--- config.mk ---
export PLATFORM = sky130hd
export DESIGN_NAME = auto_vendor
export DESIGN_NICKNAME = d
export VERILOG_FILES = /design/src/rtl/auto_vendor_pkg.sv /design/src/rtl/vendor_price_lut.sv /design/src/rtl/auto_vendor.sv
export SDC_FILE = /design/constraint.sdc
export NUM_CORES = 1
export LEC_CHECK = 0
export CORE_MARGIN = 5
export CORE_UTILIZATION = 45
export DETAILED_ROUTE_END_ITERATION = 7
export PLACE_DENSITY = 0.75
export SLEW_MARGIN = 15
export SYNTH_ARGS = -nofsm -noshare
export SYNTH_HDL_FRONTEND = slang
export SYNTH_HIERARCHICAL = 1
export SYNTH_SLANG_ARGS = --single-unit
--- constraint.sdc ---
create_clock -name clk -period 3.9 [get_ports clk]
set_input_delay 0.78 -clock clk [delete_from_list [all_inputs] [get_ports clk]]
set_output_delay 0.78 -clock clk [all_outputs]
set_load 0.02 [all_outputs]
--- src/rtl/auto_vendor_pkg.sv ---
// auto_vendor_pkg
// Shared definitions for the vending-machine controller: FSM state encoding,
// coin/command codes on inputMoney, product codes on choose and/or give,
// and the fixed product prices.
package auto_vendor_pkg;

    typedef enum logic [1:0] {
        ST_COLLECT = 2'd0,  // accepting coins
        ST_VEND    = 2'd1,  // one-cycle dispense
        ST_REFUND  = 2'd2,  // one-cycle cancel/refund
        ST_HOLD    = 2'd3   // waiting for choose to be released
    } state_t;

    // Coin / command codes
    localparam logic [7:0] COIN_NONE   = 8'd0;
    localparam logic [7:0] COIN_CANCEL = 8'd2;
    localparam logic [7:0] COIN_C1     = 8'd1;
    localparam logic [7:0] COIN_C5     = 8'd5;
    localparam logic [7:0] COIN_C10    = 8'd10;
    localparam logic [7:0] COIN_C50    = 8'd50;

    // Product codes
    localparam logic [3:0] PROD_NONE   = 4'd0;
    localparam logic [3:0] PROD_TEA    = 4'd1;
    localparam logic [3:0] PROD_COLA   = 4'd2;
    localparam logic [3:0] PROD_COFFEE = 4'd3;
    localparam logic [3:0] PROD_MILK   = 4'd4;

    // Prices
    localparam logic [7:0] PRICE_TEA    = 8'd10;
    localparam logic [7:0] PRICE_COLA   = 8'd15;
    localparam logic [7:0] PRICE_COFFEE = 8'd20;
    localparam logic [7:0] PRICE_MILK   = 8'd25;

    // True for the four codes that carry coin value.
    function automatic logic is_coin(input logic [7:0] code);
        return (code == COIN_C1) || (code == COIN_C5) ||
               (code == COIN_C10) || (code == COIN_C50);
    endfunction

endpackage

--- src/rtl/vendor_price_lut.sv ---
// vendor_price_lut
// Combinational map from a product select code to its price.
// Ports:
//   choose_i  product code (0 = none, 1..4 = products, 5..15 invalid)
//   valid_o   high when choose_i names a real product
//   price_o   price of that product (0 when not valid)
module vendor_price_lut
    import auto_vendor_pkg::*;
(
    input  logic [3:0] choose_i,
    output logic       valid_o,
    output logic [7:0] price_o
);

    always_comb begin
        valid_o = 1'b1;
        price_o = 8'd0;
        case (choose_i)
            PROD_TEA:    price_o = PRICE_TEA;
            PROD_COLA:   price_o = PRICE_COLA;
            PROD_COFFEE: price_o = PRICE_COFFEE;
            PROD_MILK:   price_o = PRICE_MILK;
            default:     valid_o = 1'b0;
        endcase
    end

endmodule

--- src/rtl/auto_vendor.sv ---
// auto_vendor
// Vending-machine controller: accumulates coin credit, vends a product when
// the credit covers its price (returning change), and refunds on cancel.
// All outputs are registered; give/change are single-cycle pulses.
// Ports:
//   clk         rising-edge clock
//   reset       synchronous active-high reset
//   inputMoney  coin/command code (0 none, 1/5/10/50 coin, 2 cancel)
//   choose      product select (0 none, 1..4 products)
//   give        product being dispensed this cycle, 0 otherwise
//   change      coins returned this cycle, 0 otherwise
//   totalMoney  current accumulated credit
module auto_vendor
    import auto_vendor_pkg::*;
(
    input  logic       clk,
    input  logic       reset,
    input  logic [7:0] inputMoney,
    input  logic [3:0] choose,
    output logic [3:0] give,
    output logic [7:0] change,
    output logic [7:0] totalMoney
);

    state_t     state_q, state_d;
    logic [3:0] give_q, give_d;
    logic [7:0] change_q, change_d;
    logic [7:0] total_q, total_d;

    logic       price_valid;
    logic [7:0] price;
    logic [8:0] coin_sum;

    vendor_price_lut u_price_lut (
        .choose_i (choose),
        .valid_o  (price_valid),
        .price_o  (price)
    );

    // One extra bit so a coin that would push credit past 255 is detectable.
    assign coin_sum = {1'b0, total_q} + {1'b0, inputMoney};

    always_comb begin
        state_d  = state_q;
        give_d   = PROD_NONE;
        change_d = 8'd0;
        total_d  = total_q;

        case (state_q)
            ST_COLLECT: begin
                // A non-zero choose outranks any coin or cancel in the same cycle.
                if (choose != PROD_NONE) begin
                    if (price_valid && (total_q >= price)) begin
                        state_d  = ST_VEND;
                        give_d   = choose;
                        change_d = total_q - price;
                        total_d  = 8'd0;
                    end else begin
                        state_d = ST_HOLD;
                    end
                end else if (inputMoney == COIN_CANCEL) begin
                    state_d  = ST_REFUND;
                    change_d = total_q;
                    total_d  = 8'd0;
                end else if (is_coin(inputMoney) && !coin_sum[8]) begin
                    total_d = coin_sum[7:0];
                end
            end
            // The VEND cycle always passes through HOLD so a held choose
            // cannot trigger a second purchase.
            ST_VEND:   state_d = ST_HOLD;
            ST_REFUND: state_d = ST_COLLECT;
            ST_HOLD: begin
                if (choose == PROD_NONE) begin
                    state_d = ST_COLLECT;
                end
            end
            default:   state_d = ST_COLLECT;
        endcase
    end

    always_ff @(posedge clk) begin
        if (reset) begin
            state_q  <= ST_COLLECT;
            give_q   <= PROD_NONE;
            change_q <= 8'd0;
            total_q  <= 8'd0;
        end else begin
            state_q  <= state_d;
            give_q   <= give_d;
            change_q <= change_d;
            total_q  <= total_d;
        end
    end

    assign give       = give_q;
    assign change     = change_q;
    assign totalMoney = total_q;

endmodule

-- Word-level counts from Yosys, hierarchy flattened
Index checks and enable logic that the tools add are counted.
- flip-flop bits (word level): 22
- bits of input ports: 14
- output and inout port bits: 20
- word-level logic and storage cells: 54
- add/sub/neg operators: 2
- $lt $le $gt $ge: 1
- eq/ne operators: 15
- mux-type cells: 14
- bitwise gates (word level): 3
- reduce and logical (&&, ||, !) cells: 15
- operators by type and width (kind ; count):
    $mux 8 ; 7
    $pmux 5 s4 ; 1
    $add 8x8->9 ; 1
    $eq 4x2->1 const B ; 2
    $eq 8x1->1 const B ; 1
    $eq 8x2->1 const B ; 1
    $eq 8x3->1 const B ; 1
    $eq 8x4->1 const B ; 1
    $eq 8x6->1 const B ; 1
    $ge 8x8->1 ; 1
    $mux 2 ; 4
    $pmux 2 s4 ; 1
    $reduce_or 4->1 ; 2
    $sub 8x8->8 ; 1
    $eq 2x2->1 const B ; 2
    $eq 4x1->1 const B ; 1
    $eq 4x3->1 const B ; 1
    $logic_not 4->1 ; 1
    $reduce_bool 4->1 ; 1
    $logic_or 1x1->1 ; 3
    $ne 3x3->1 const B ; 1
    $not 1->1 ; 3
    $reduce_and 3->1 ; 1
    $reduce_bool 3->1 ; 1
    other kinds (9) ; 10

-- Longest topological paths before layout
Gate-level depths: netlist of the first run.
- depth in word-level cells: 8
- depth in mapped cells: 13
- gate-level depth less buffers: 11

-- Cells and area by module
The synthesis of the first run kept the hierarchy.
- by module, submodules not included (module ; instances ; cells each ; area an instance (um2)):
    auto_vendor ; 1 ; 176 ; 1521.5
    vendor_price_lut ; 1 ; 17 ; 123.9

-- Worst setup path before layout of the first run
OpenSTA, ideal clock, no wires.
- path type: input-to-reg
- start point: in choose[1]
- end point: reg total_q[7], in the netlist totalMoney[7]
- arrival time: 3.180 ns
- data required time: 3.828 ns
- slack: 0.649 ns
- stages: 12
- buffers on the path: 2
- cells stage by stage: buf_6 -> or4b_1 -> o31ai_1 -> inv_1 -> ha_1 -> nand4_1 -> a311oi_1 -> a2111oi_2 -> a2111oi_4 -> and2_1 -> buf_4 -> mux2i_1
- longest elaborated chain between the ends: 6
- elaborated cells between the ends (all ways): 14
- RTL lines (item ; line ; source):
    from (decl) ; auto_vendor.sv:19 ; input logic [3:0] choose,
    $eq 4x3->1, or another cell as far along ; vendor_price_lut.sv:18 ; case (choose_i)
    $pmux 5 s4 (*) ; vendor_price_lut.sv:18 ;
    net price[3] ; auto_vendor.sv:31 ; logic [7:0] price;
    $ge 8x8->1 (*) ; auto_vendor.sv:53 ; if (price_valid && (total_q >= price)) begin
    $logic_and 1x1->1 (*) ; auto_vendor.sv:53 ;
    $ne 2x1->1 (no line) (*) ; -- ;
    $reduce_and 3->1 (no line) (*) ; -- ;
    to (signal assigned) ; auto_vendor.sv:92 ; total_q <= total_d;
    to (decl) ; auto_vendor.sv:28 ; logic [7:0] total_q, total_d;
Mark *: on every way through the listed nets, which the timed path passes. The rest lies on a longest branch.
A chain may end at the register's enable or synchronous reset.

-- Final worst setup path of the first run
- start point: in choose[0]
- end point: reg change_q[7], in the netlist change[7]
- longest elaborated chain between the ends: 6
- elaborated cells between the ends (all ways): 13
- RTL lines (item ; line ; source):
    $eq 4x3->1, or another cell as far along ; vendor_price_lut.sv:18 ;
    $pmux 5 s4 (*) ; vendor_price_lut.sv:18 ;
    net price[3] ; auto_vendor.sv:31 ;
    $ge 8x8->1 ; auto_vendor.sv:53 ;
    $logic_and 1x1->1 ; auto_vendor.sv:53 ;
    $mux 8 (*) ; auto_vendor.sv:53 ;
    $mux 8 (*) ; auto_vendor.sv:52 ; if (choose != PROD_NONE) begin
    to (signal assigned) ; auto_vendor.sv:91 ; change_q <= change_d;
    to (decl) ; auto_vendor.sv:27 ; logic [7:0] change_q, change_d;
Marks and branches as above.

==> results of run 1 <==
final cells by class:
type / count / area, µm² / area share, %
Timing Repair Buffer: 41 / 390 / 18.6
Multi-Input combinational cell: 156 / 1130 / 53.7
Tap cell: 48 / 60.1 / 2.87
Clock buffer: 3 / 41.3 / 1.97
Inverter: 10 / 37.5 / 1.79
Sequential cell: 22 / 440 / 21.0
worst max-delay path by stage:
stage                     startpoint                    endpoint  slack, ps  cells past startpoint
after detailed placement   choose[0]  totalMoney[7]$_SDFFE_PP0P_        -30                     11
after global routing       choose[0]  totalMoney[7]$_SDFFE_PP0P_         70                     11
final                      choose[0]        change[7]$_SDFF_PP0_        270                     11
after global placement     choose[2]  totalMoney[6]$_SDFFE_PP0P_         50                     11
after floorplan            choose[1]  totalMoney[7]$_SDFFE_PP0P_        650                     12
after CTS                  choose[0]  totalMoney[6]$_SDFFE_PP0P_        210                     11
flip-flops by register name, summed over array words and instances, names as in the netlist:
| signal | count |
|---|---|
| totalMoney | 8 |
| give | 4 |
| change | 8 |
| state_q | 2 |
worst max-delay path, delay by kind of cell:
family,cells,cell delay [ps]
AO/OA/AOI/OAI,4,790
adder cells (fa/ha/maj),1,330
buffers and inverters,2,640
AND/OR/NAND/NOR,4,1280
stage by stage:
stage,hold WS [ps],setup WS [ps]
CTS,523,205
floorplan,514,649
finish,516,268
detailed placement,514,-25.5
global placement,514,51.3
global route,552,66.8
report_power, final:
part | switching (mW) | leakage (nW) | internal (mW) | total (mW)
Clock | 0.0614 | 0.0216 | 0.0686 | 0.130
Combinational | 0.0474 | 0.597 | 0.0462 | 0.0936
Sequential | 0.00285 | 0.178 | 0.227 | 0.230
metal layers:
layer / part of all wire [%] / global-route usage, %
met1: 50 / 20.7
met2: 46 / 23.7
met3: 3.5 / 2.88
met4: 0.56 / 4.26
met5: 0 / 0
cell usage in the layout, fill, tap and decap left out, types with 7 or more instances in the layout:
master and instances:
buf_4 8, dfxtp_1 22, nand2_1 14, clkdlybuf4s50_1 33, nor2_1 9, inv_1 10
xnor2_1 8, a21oi_1 13, nand2b_1 8, nor3_1 7, ha_1 16, nand3_1 8
kinds of logic after synthesis:
| group | after synthesis |
|---|---|
| AO/OA/AOI/OAI | 52 |
| buffers and inverters | 17 |
| other | 1 |
| flip-flops | 22 |
| multiplexers | 3 |
| AND/OR/NAND/NOR | 70 |
| adder cells (fa/ha/maj) | 18 |
| XOR/XNOR | 10 |
timing repair:
| action | CTS | global route |
|---|---|---|
| endpoints found under the hold margin | 0 | 0 |
| gates resized for setup | 0 | 1 |
| setup endpoints to repair | 0 | 3 |
==> impl_metrics.toml, run 1 <==
[layout]
diodes = 0
post-route-util_pct = 58.1
area_growth_pct = 27.4
final_cell_area_um2 = 2100
drive_gt1_share_pct = 6.47
layoutNonFillerInstCount = 280
fillCellCount = 332
nets = 266

[clock_network]
clock_latency_ps = 250
hold_buffers = 0
clock-sinks = 22
root_buffer = "clkbuf_8"
clk_path_buf_depth = 2
clk_pin_slew_ps = 70
cts_setup_buffers = 0
numCtsBuffers = 3
htree_num_levels = 1
cts_tree = "yes"

[setup_path]
cp_max_fo = 10
rrSetupSlack_ps = 1410
crit_slowest_cell = "clkdlybuf4s50_1"
crit_type = "in2reg"
crit_arrival_ps = 3830
end_kind = "register"
r2r_cells = 10
worstReg2RegStart = "totalMoney[0]$_SDFFE_PP0P_"
rr_endpoint = "change[7]$_SDFF_PP0_"
start_kind = "input pin"
critPathMaxStageDelay_ps = 570
crit_chain = "clkdlybuf4s50_1, or4b_1, o31ai_1, inv_1, ha_1, nand4_1, a311oi_1, a2111oi_2, nand3b_1, nor2_1, a32o_1"
worstPathRequired_ps = 4100

[routing]
drtIter0Drc = 83
vias = 1484
drtAntennaViolNets = 0
routed_via_density = 5.30
wl_mm = 3.58
drc_errors = 0
wl_per_cell_um = 12.8
first_pass_iters = 4

[yosys]
synth-xor-area-share_pct = 5.32
synthesis.area_um2 = 1650
ys_warn_count = 6
synth_edf_count = 0
syn_inst = 193
synth_area_leaders = "dfxtp_1 27%, ha_1 12%, xnor2_1 4.3%"
synthFlopType = "dfxtp_1"
synth_compound_area_share_pct = 22.8
ys_seq_elements = 22
async_flop_share_pct = 0
yosysMostFrequentCell = "dfxtp_1"
synth-adder-area-share_pct = 14.6
synthMuxAreaShare_pct = 1.83
synth_top_cells_by_count = "22 x dfxtp_1, 16 x ha_1, 14 x nand2_1"
avgSynthCellArea_um2 = 8.53
yosysSeqAreaShare_pct = 26.8
synthSimpleGateAreaFrac_pct = 23.1
synth_top_family_by_area = "simple AND/OR/NAND/NOR gates"
ys_types = 48
synth_top_area_share_pct = 26.8
yosysTopAreaCell = "dfxtp_1"

[die]
die_x_um = 70.5
rows = 22
fp.dieH_um = 70.5
dieArea_um2 = 4970
core_um2 = 3610
ios = 34
initial_core_util_pct = 45.6

[placed_design]
portBuffers = 33
place_congestion = 0.865
hpwl_mm = 2.93
placedCellCount = 277
placed_cell_area_um2 = 2050

[sta]
finClkSkew_ps = 4.40
final.min_clock_period_ps = 3630
worst_slew_pin_slew_ps = 636
setup_viol = 0
setup_tns_ps = 0
fmax_ghz = 0.275
relSlewSlack_pct = 57.5
hold_viol_final = 0
drv_slew = 0
layout_worst_path_cycle_share_pct = 93.1
rsz0062_at_grt = "no"

[hold_path]
min_path_type = "reg2reg"
min_from = "totalMoney[0]$_SDFFE_PP0P_"
hold_depth = 2
min_to = "change[0]$_SDFF_PP0_"

[grt]
grt_pass1_vias = 1413
grt_max_degree = 16
overflow = 0
grt_usage_pct = 15.0
grt_pass1_wl_mm = 6.25
antenna_found_initial = 0

[run]
cap_violations = 0

[run_status]
status = "finished, final reports clean"

[pwr]
finalPower_mw = 0.453
p_per_area_nw_per_um2 = 216
irDropWorstVdd_mv = 0.139
p_leak_nw = 0.796
Power figures use the tool's default switching activity.
==> run 2: changes to the inputs <==
--- a/config.mk
+++ b/config.mk
@@ -5,7 +5,7 @@
 export SDC_FILE = /design/constraint.sdc
 export NUM_CORES = 1
 export LEC_CHECK = 0
-export CORE_MARGIN = 5
+export CORE_MARGIN = 2
 export CORE_UTILIZATION = 45
 export DETAILED_ROUTE_END_ITERATION = 7
 export PLACE_DENSITY = 0.75
==> run 2 against run 1 <==
Compared with the run above:
- design area is 1.1% higher
- critical path type unchanged
- power up 9.4%
- via count is 0.61% higher
- die area is 16% lower
- cell count up 0.36%
- hold slack gained 15 ps
- largest power group unchanged
- critical path depth did not move
- utilization up 3.9 points
- first-iteration DRC count is 30% lower
==> impl_metrics.toml, run 2 (synthesis results as in run 1) <==
[setup_path]
end_kind = "register"
crit_arrival_ps = 3820
critPathMaxStageDelay_ps = 510
start_kind = "input pin"
cp_max_fo = 10
crit_type = "in2reg"
crit_slowest_cell = "or4b_1"
crit_chain = "clkdlybuf4s50_1, or4b_1, o31ai_1, inv_1, ha_1, nand4_1, a311oi_1, a2111oi_2, nand3b_1, nor2_1, a32o_1"
worstPathRequired_ps = 4160

[sta]
final.min_clock_period_ps = 3570
fmax_ghz = 0.280
worst_slew_pin_slew_ps = 632
rsz0062_at_grt = "no"
hold_viol_final = 0
setup_tns_ps = 0
worst_slack_ps = 334
finClkSkew_ps = 8.18
relSlewSlack_pct = 57.7
setup_viol = 0
hold_ws_ps = 531
drv_slew = 0
layout_worst_path_cycle_share_pct = 91.4

[die]
fp.dieH_um = 64.5
core_um2 = 3420
initial_core_util_pct = 48.2
die_x_um = 64.5
dieArea_um2 = 4160
rows = 21
ios = 34

[clock_network]
ctsResizeCount = 0
htree_num_levels = 1
clock_latency_ps = 310
clk_pin_slew_ps = 120
hold_buffers = 0
clk_path_buf_depth = 2
numCtsBuffers = 3
clock-sinks = 22
root_buffer = "clkbuf_4"
cts_tree = "yes"
cts_setup_buffers = 0

[run_status]
status = "finished, final reports clean"

[pwr]
p_leak_nw = 0.812
irDropWorstVdd_mv = 0.225
p_per_area_nw_per_um2 = 234

[routing]
drc_errors = 0
wl_mm = 3.58
wl_per_cell_um = 12.7
drtIter0Drc = 58
vias = 1493
first_pass_iters = 4
drtAntennaViolNets = 0
routed_via_density = 5.31

[placed_design]
placedCellCount = 277
portBuffers = 33
place_congestion = 0.867
pre_cts_ws_ps = 44.3
hpwl_mm = 2.87

[layout]
nets = 268
fillCellCount = 316
mostFrequentLayoutCells = "33 x clkdlybuf4s50_1, 22 x dfxtp_1, 16 x ha_1, 14 x nand2_1, 13 x a21oi_1"
layout_commonest_cell = "clkdlybuf4s50_1"
diodes = 0
drive_gt1_share_pct = 7.23
layoutNonFillerInstCount = 281
area_growth_pct = 28.7

[grt]
grt_pass1_wl_mm = 6.39
grt_max_degree = 16
overflow = 0
antenna_found_initial = 0
grt_pass1_vias = 1429
grt_usage_pct = 19.3

[hold_path]
min_path_type = "reg2reg"

[run]
cap_violations = 0
[run 2: cell count changes in the layout (fill, tap and decap cells not counted), sizes merged]
cell    delta
buf        +2
bufinv     +1
[run 2: area by class of cell]
class / instances / area (µm²) / share of cell area (%)
clock inverter: 1 / 30.0 / 1.42
multi-input combinational: 156 / 1120 / 53.1
timing repair buffer: 43 / 405 / 19.1
sequential: 22 / 440 / 20.8
inverter: 10 / 37.5 / 1.77
clock buffer: 3 / 22.5 / 1.06
tap: 46 / 57.6 / 2.72
[run 2: worst max-delay path: cells and delay by family]
| family | cells | cell delay, ps |
|---|---|---|
| AOI/OAI and AO/OA | 4 | 800 |
| adders and majority gates | 1 | 370 |
| buffers and inverters | 2 | 520 |
| and+or+nand+nor | 4 | 1340 |
[run 2: metrics by stage]
| stage | cell area [µm²] | power (mW) | utilization [%] |
|---|---|---|---|
| 6_report | 2120 | 0.496 | 62.0 |
| 5_1_grt | 2120 | 0.523 | 62.0 |
| 2_1_floorplan | 1650 | 0.295 | - |
| 3_3_place_gp | 2070 | 0.327 | 60.5 |
| 4_1_cts | 2120 | 0.500 | 62.0 |
| 3_5_place_dp | 2070 | 0.328 | 60.5 |
[run 2: worst paths after layout]
check | slack [ps] | end | depth (start not counted) | start
worst min register to register | 530 | change[0]$_SDFF_PP0_ | 2 | totalMoney[0]$_SDFFE_PP0P_
worst max-delay path | 330 | change[7]$_SDFF_PP0_ | 11 | choose[2]
worst max register to register | 1360 | change[7]$_SDFF_PP0_ | 10 | totalMoney[0]$_SDFFE_PP0P_
worst min-delay path | 530 | change[0]$_SDFF_PP0_ | 2 | totalMoney[0]$_SDFFE_PP0P_
[run 2: routing by layer]
metal / track usage, % / vias up / part of all wire [%]
met5: 0 / - / 0
met4: 3.72 / 0 / 0.45
met1: 27.2 / 678 / 52
met3: 4.17 / 2 / 3.9
li1: - / 789 / -
met2: 30.5 / 24 / 44
[run 2: power breakdown]
group / leakage (nW) / total [mW] / switching [mW] / internal, mW
Combinational: 0.606 / 0.0940 / 0.0472 / 0.0467
Sequential: 0.178 / 0.230 / 0.00308 / 0.227
Clock: 0.0279 / 0.172 / 0.0682 / 0.104
Total: 0.812 / 0.496 / 0.118 / 0.378
==> run 3: changes to the inputs <==
--- a/config.mk
+++ b/config.mk
@@ -9,6 +9,7 @@
 export CORE_UTILIZATION = 45
 export DETAILED_ROUTE_END_ITERATION = 7
 export PLACE_DENSITY = 0.75
+export SKIP_CTS_REPAIR_TIMING = 1
 export SLEW_MARGIN = 15
 export SYNTH_ARGS = -nofsm -noshare
 export SYNTH_HDL_FRONTEND = slang
==> results of run 3 <==
Same layout as run 2: the final DEF is identical, and so are final timing and power.
